<file path="config.mk">
export PLATFORM = sky130hd
export DESIGN_NAME = reg_file_alu_pipe
export DESIGN_NICKNAME = d
export VERILOG_FILES = /design/src/rtl/reg_file_alu_pkg.sv /design/src/rtl/reg_file_alu_pipe_alu_core.sv /design/src/rtl/reg_file_alu_pipe.sv
export SDC_FILE = /design/constraint.sdc
export NUM_CORES = 1
export LEC_CHECK = 0
export ABC_AREA = 1
export CAP_MARGIN = 20
export CORE_ASPECT_RATIO = 1.1
export CORE_MARGIN = 3
export CORE_UTILIZATION = 29
export CTS_CLUSTER_SIZE = 28
export DETAILED_ROUTE_END_ITERATION = 12
export GPL_ROUTABILITY_DRIVEN = 0
export SYNTH_ARGS = -nofsm -noshare
export SYNTH_HDL_FRONTEND = slang
export SYNTH_SLANG_ARGS = --single-unit
</file>
<file path="constraint.sdc">
create_clock -name clk -period 12.9 [get_ports clk]
set_clock_uncertainty 0.05 [all_clocks]
set_input_delay 3.225 -clock clk [delete_from_list [all_inputs] [get_ports clk]]
set_output_delay 3.225 -clock clk [all_outputs]
set_load 0.01 [all_outputs]
</file>
<file path="src/rtl/reg_file_alu_pkg.sv">
// Shared types for the pipelined register-file/ALU datapath.
package reg_file_alu_pkg;

  localparam int ALU_OP_W = 3;

  typedef enum logic [ALU_OP_W-1:0] {
    ALU_ADD   = 3'b000,
    ALU_SUB   = 3'b001,
    ALU_AND   = 3'b010,
    ALU_OR    = 3'b011,
    ALU_XOR   = 3'b100,
    ALU_SLL   = 3'b101,
    ALU_SRL   = 3'b110,
    ALU_PASSB = 3'b111
  } alu_op_t;

  typedef struct packed {
    logic z;
    logic n;
    logic c;
    logic v;
  } alu_flags_t;

endpackage

</file>
<file path="src/rtl/reg_file_alu_pipe_alu_core.sv">
// Combinational eight-operation ALU with NZCV flag generation.
module alu_core
  import reg_file_alu_pkg::*;
#(
  parameter int DATA_W = 8
) (
  input  logic [DATA_W-1:0] a,
  input  logic [DATA_W-1:0] b,
  input  alu_op_t           op,
  output logic [DATA_W-1:0] result,
  output alu_flags_t        flags
);

  localparam int MSB = DATA_W - 1;

  logic [DATA_W:0] wide;

  // Result and flags for the selected operation; Z and N come from the result.
  // NOTE: every output gets a default first so no path leaves it unassigned (no latch).
  always_comb begin
    wide   = '0;
    result = '0;
    flags  = '0;
    case (op)
      ALU_ADD: begin
        wide    = {1'b0, a} + {1'b0, b};
        result  = wide[MSB:0];
        flags.c = wide[DATA_W];
        flags.v = (a[MSB] == b[MSB]) && (result[MSB] != a[MSB]);
      end
      ALU_SUB: begin
        // The extra top bit of the widened difference is the borrow (A < B).
        wide    = {1'b0, a} - {1'b0, b};
        result  = wide[MSB:0];
        flags.c = wide[DATA_W];
        flags.v = (a[MSB] != b[MSB]) && (result[MSB] != a[MSB]);
      end
      ALU_AND: result = a & b;
      ALU_OR:  result = a | b;
      ALU_XOR: result = a ^ b;
      ALU_SLL: begin
        result  = {a[MSB-1:0], 1'b0};
        flags.c = a[MSB];
      end
      ALU_SRL: begin
        result  = {1'b0, a[MSB:1]};
        flags.c = a[0];
      end
      ALU_PASSB: result = b;
    endcase
    flags.z = (result == '0);
    flags.n = result[MSB];
  end

endmodule

</file>
<file path="src/rtl/reg_file_alu_pipe.sv">
// Two-stage register file + ALU: ID/EX register, EX-to-read forwarding,
// registered result/flags/store-data outputs and a valid bit through the pipe.
module reg_file_alu_pipe
  import reg_file_alu_pkg::*;
#(
  parameter int DATA_W  = 8,
  parameter int NREGS   = 16,
  parameter int ADDR_W  = $clog2(NREGS),
  parameter int R0_ZERO = 1
) (
  input  logic              clk,
  input  logic              rst,
  input  logic              in_valid,
  input  logic [ADDR_W-1:0] ra1,
  input  logic [ADDR_W-1:0] ra2,
  input  logic [ADDR_W-1:0] wa,
  input  logic [DATA_W-1:0] immediate,
  input  logic [2:0]        alu_ctrl,
  input  logic              write_enable,
  input  logic              alu_src,
  output logic [DATA_W-1:0] alu_result,
  output logic [DATA_W-1:0] cpu_out,
  output logic              zero,
  output logic              negative,
  output logic              carry,
  output logic              overflow,
  output logic              out_valid
);

  // Register file
  logic [DATA_W-1:0] regs_q [NREGS];
  logic [DATA_W-1:0] regs_d [NREGS];

  // ID/EX register
  logic              ex_valid_q, ex_valid_d;
  alu_op_t           ex_op_q,    ex_op_d;
  logic [ADDR_W-1:0] ex_wa_q,    ex_wa_d;
  logic              ex_we_q,    ex_we_d;
  logic [DATA_W-1:0] ex_a_q,     ex_a_d;
  logic [DATA_W-1:0] ex_b_q,     ex_b_d;
  logic [DATA_W-1:0] ex_rd2_q,   ex_rd2_d;

  // Output register
  logic [DATA_W-1:0] res_q,   res_d;
  logic [DATA_W-1:0] cpu_q,   cpu_d;
  alu_flags_t        flags_q, flags_d;
  logic              ov_q,    ov_d;

  logic [DATA_W-1:0] ex_res;
  alu_flags_t        ex_flags;
  logic              ex_commit;
  logic [DATA_W-1:0] rd1, rd2;

  alu_core #(.DATA_W(DATA_W)) u_alu (
    .a      (ex_a_q),
    .b      (ex_b_q),
    .op     (ex_op_q),
    .result (ex_res),
    .flags  (ex_flags)
  );

  // EX writes back (and forwards) only for a valid writing op not aimed at a hard-wired r0.
  assign ex_commit = ex_valid_q && ex_we_q && !((R0_ZERO != 0) && (ex_wa_q == '0));

  // Operand reads with r0 masking and forwarding of the EX result being written this edge.
  always_comb begin
    rd1 = regs_q[ra1];
    rd2 = regs_q[ra2];
    if (ex_commit && (ex_wa_q == ra1)) rd1 = ex_res;
    if (ex_commit && (ex_wa_q == ra2)) rd2 = ex_res;
    if ((R0_ZERO != 0) && (ra1 == '0)) rd1 = '0;
    if ((R0_ZERO != 0) && (ra2 == '0)) rd2 = '0;
  end

  // Next-state for ID/EX capture, output register and register-file write-back.
  always_comb begin
    ex_valid_d = in_valid;
    ex_op_d    = ex_op_q;
    ex_wa_d    = ex_wa_q;
    ex_we_d    = ex_we_q;
    ex_a_d     = ex_a_q;
    ex_b_d     = ex_b_q;
    ex_rd2_d   = ex_rd2_q;
    if (in_valid) begin
      ex_op_d  = alu_op_t'(alu_ctrl);
      ex_wa_d  = wa;
      ex_we_d  = write_enable;
      ex_a_d   = rd1;
      ex_b_d   = alu_src ? immediate : rd2;
      ex_rd2_d = rd2;
    end

    // Bubbles hold the previous outputs; only out_valid drops.
    ov_d    = ex_valid_q;
    res_d   = res_q;
    cpu_d   = cpu_q;
    flags_d = flags_q;
    if (ex_valid_q) begin
      res_d   = ex_res;
      cpu_d   = ex_rd2_q;
      flags_d = ex_flags;
    end

    regs_d = regs_q;
    if (ex_commit) regs_d[ex_wa_q] = ex_res;
  end

  // State update; reset also clears the register file and drops any in-flight op.
  // NOTE: flops take non-blocking assignments so all of them update from pre-edge values.
  // NOTE: the register file is reset because software relies on it reading zero after reset.
  always_ff @(posedge clk or posedge rst) begin
    if (rst) begin
      regs_q     <= '{default: '0};
      ex_valid_q <= 1'b0;
      ex_op_q    <= ALU_ADD;
      ex_wa_q    <= '0;
      ex_we_q    <= 1'b0;
      ex_a_q     <= '0;
      ex_b_q     <= '0;
      ex_rd2_q   <= '0;
      res_q      <= '0;
      cpu_q      <= '0;
      flags_q    <= '0;
      ov_q       <= 1'b0;
    end else begin
      regs_q     <= regs_d;
      ex_valid_q <= ex_valid_d;
      ex_op_q    <= ex_op_d;
      ex_wa_q    <= ex_wa_d;
      ex_we_q    <= ex_we_d;
      ex_a_q     <= ex_a_d;
      ex_b_q     <= ex_b_d;
      ex_rd2_q   <= ex_rd2_d;
      res_q      <= res_d;
      cpu_q      <= cpu_d;
      flags_q    <= flags_d;
      ov_q       <= ov_d;
    end
  end

  assign alu_result = res_q;
  assign cpu_out    = cpu_q;
  assign zero       = flags_q.z;
  assign negative   = flags_q.n;
  assign carry      = flags_q.c;
  assign overflow   = flags_q.v;
  assign out_valid  = ov_q;

endmodule
</file>
==> results_dict.tcl <==
set metrics [dict create \
    critical_path.max_stage_delay_ns 0.95 \
    ys_seq_area_share_pct 42.5 \
    drc 0 \
    yosysWarnings 0 \
    num-fill-cells 3903 \
    track_usage_pct 17.8 \
    overflow 0 \
    finalHoldViolations 0 \
    path_cells "clkdlybuf4s50_1, buf_4, clkinv_1, a21oi_1, o21ai_0, o21ai_0" \
    initial_core_util_pct 29.5 \
    wl_per_cell_um 17.6 \
    antenna_found_initial 1 \
    worst-slew-pin-transition_ns 1.01 \
    regToRegSetupSlack_ns 9.97 \
    max_cap_viol_count 0 \
    holdWs_ns 0.330 \
    ir_worst_vdd_v 0.0000904 \
    p_per_area_mw_per_mm2 150 \
    synth_edf_count 0 \
    ioPinCount 49 \
    ant_nets 0 \
    slowest_stage "a21oi_1" \
    cts_buffers 17 \
    syn_to_final_growth_pct 13.1 \
    clk_latency_ns 0.44 \
    clk_path_buf_depth 2 \
    layout_setup_ws_ns 7.08 \
    hpwl_um 24200 \
    ctsResizeCount 0 \
    fin_crit_sh_pct 45.2 \
    antenna_cells 0 \
    clockRootBuffer "clkbuf_16" \
    critPathArrivalTime_ns 6.14 \
    grt_pass1_wl_um 55400 \
    pre_cts_slack_ns 6.62 \
    grt_pass1_vias 9627 \
    fin_nets 1547 \
    die_y_um 207 \
    slew_headroom_pct 32.3 \
    clk_transition_reported_paths_ns 0.08 \
    yosys-top-cells-count "449 x nand2_1, 181 x dfrtp_1, 136 x nand3_1, 133 x nor2_1, 125 x o21ai_0" \
    cp_max_fo 34 \
    synth_cell_types 38 \
    fin_area_mm2 0.0120 \
    avgSynthCellArea_um2 7.07 \
    synth-main-ff-cell "dfrtp_1" \
    cp-start-kind "primary input" \
    p_leak_nw 5.45 \
    portBuffers 48 \
    final_util_pct 33.3 \
    fmax_ghz 0.172 \
    h-tree-depth 4 \
    drtIter0Drc 1072 \
    via_per_inst 5.14 \
    end_kind "flop" \
    postCtsHoldBufs 0 \
    clock-sinks 181 \
    timing.final.crit_period_ns 5.83 \
    drive_above_1_share_pct 5.38 \
    crit_top_cell "o21ai_0" \
    dp.cells 1960 \
    synth_area_mm2 0.0107 \
    synth.most_common_cell "nand2_1" \
    synthTopCellsByArea "dfrtp_1 43%, nand2_1 16%, nand3_1 6.4%" \
    drtPass1Iterations 5 \
    status "finished clean" \
    rsz0062_at_grt "no" \
    hold_path.class "flop to flop" \
    netlist_instances 1507 \
    dieArea_mm2 0.0391 \
    syn_nets 1561 \
    dieWidth_um 189 \
    worstSetupPathType "primary input to flop" \
    tns_ns 0 \
    placed_cell_area_mm2 0.0114 \
    synthArstFlopShare_pct 100 \
    yosys.area.top_type "dfrtp_1" \
    grt_max_degree 107 \
    cts_setup_buffers 0 \
    synth_top_area_share_pct 42.5 \
    setup_violations 0 \
    power.total_mw 1.81 \
    cts_tree "built" \
    drt_wl_total_um 35100 \
    synth_seq_cells 181 \
    num_rows 73 \
    crit_required_ns 13.21 \
    core_mm2 0.0362 \
    instances_no_fill 1993 \
    maxSlewViolCount 0 \
    vias 10300 \
]
## final cells by class
| cell class | instances | area (um2) | area share, % |
|---|---|---|---|
| clock buffers | 17 | 425 | 3.53 |
| clock inverters | 15 | 166 | 1.38 |
| inverters | 124 | 473 | 3.93 |
| multi-input cells | 1108 | 5250 | 43.6 |
| flip-flops and latches | 181 | 4530 | 37.6 |
| well taps | 487 | 609 | 5.06 |
| repair buffers | 61 | 588 | 4.88 |
## sequential cells by signal, summed over array words and instances, names as in the netlist
| register | cells |
|---|---|
| regs_q | 128 |
| alu_result | 8 |
| ex_rd2_q | 8 |
| ex_valid_q | 1 |
| ex_we_q | 1 |
| ex_b_q | 8 |
| overflow | 1 |
| ex_a_q | 8 |
| cpu_out | 8 |
| ex_op_q | 3 |
| zero | 1 |
| ex_wa_q | 4 |
| carry | 1 |
| out_valid | 1 |
## layout by cell type (no fill, tap or decap), types with 3 or more instances in the layout
cell,instances
o211ai_1,38
inv_2,22
clkinv_1,4
xor2_1,12
inv_1,97
clkdlybuf4s50_1,46
ha_1,24
buf_4,12
nand2_1,449
or2_2,3
clkbuf_16,17
dfrtp_1,181
a21oi_1,47
o21ai_1,91
nand3_1,136
nand2_2,5
clkinv_4,4
nand4_1,7
a31oi_1,12
o22ai_1,7
clkinvlp_4,3
o21ai_0,125
nor2_1,133
inv_8,5
## final timing paths
kind,from,to,cells after the start
worst max-delay path,in_valid,ex_a_q[0],6
worst min-delay path,regs_q[123],regs_q[123],0
worst max register to register,ex_op_q[2],ex_b_q[0],11
worst min register to register,regs_q[123],regs_q[123],0
max in group asynchronous,rst,regs_q[98],4
min in group asynchronous,rst,ex_op_q[1],2
## cell families (layout without fill, tap and decap cells)
group	count (synthesis)	after routing	share of synthesized area [%]
compound gates	328	328	16.8
xor+xnor	12	12	0.987
fa+ha+maj	26	26	3.19
buf+inv	218	217	8.16
flops	181	181	42.5
simple gates	742	742	28.4
## worst max-delay path: cells and delay by family
kind / cells / cell delay (ns)
AO/OA/AOI/OAI: 3 / 1.31
buffers and inverters: 3 / 1.58
## per-layer routing
layer  wire, um  track usage (%)
met3       2650             3.18
met2      16000             28.8
met1      15300             23.9
met4       1200             6.58
met5          7                0
## power breakdown
| part | switching (mW) | total (mW) | internal, mW |
|---|---|---|---|
| clock network | 0.256 | 0.532 | 0.276 |
| logic | 0.318 | 0.488 | 0.170 |
| registers | 0.103 | 0.790 | 0.687 |
Note: power is estimated with default switching activity, not from simulation.
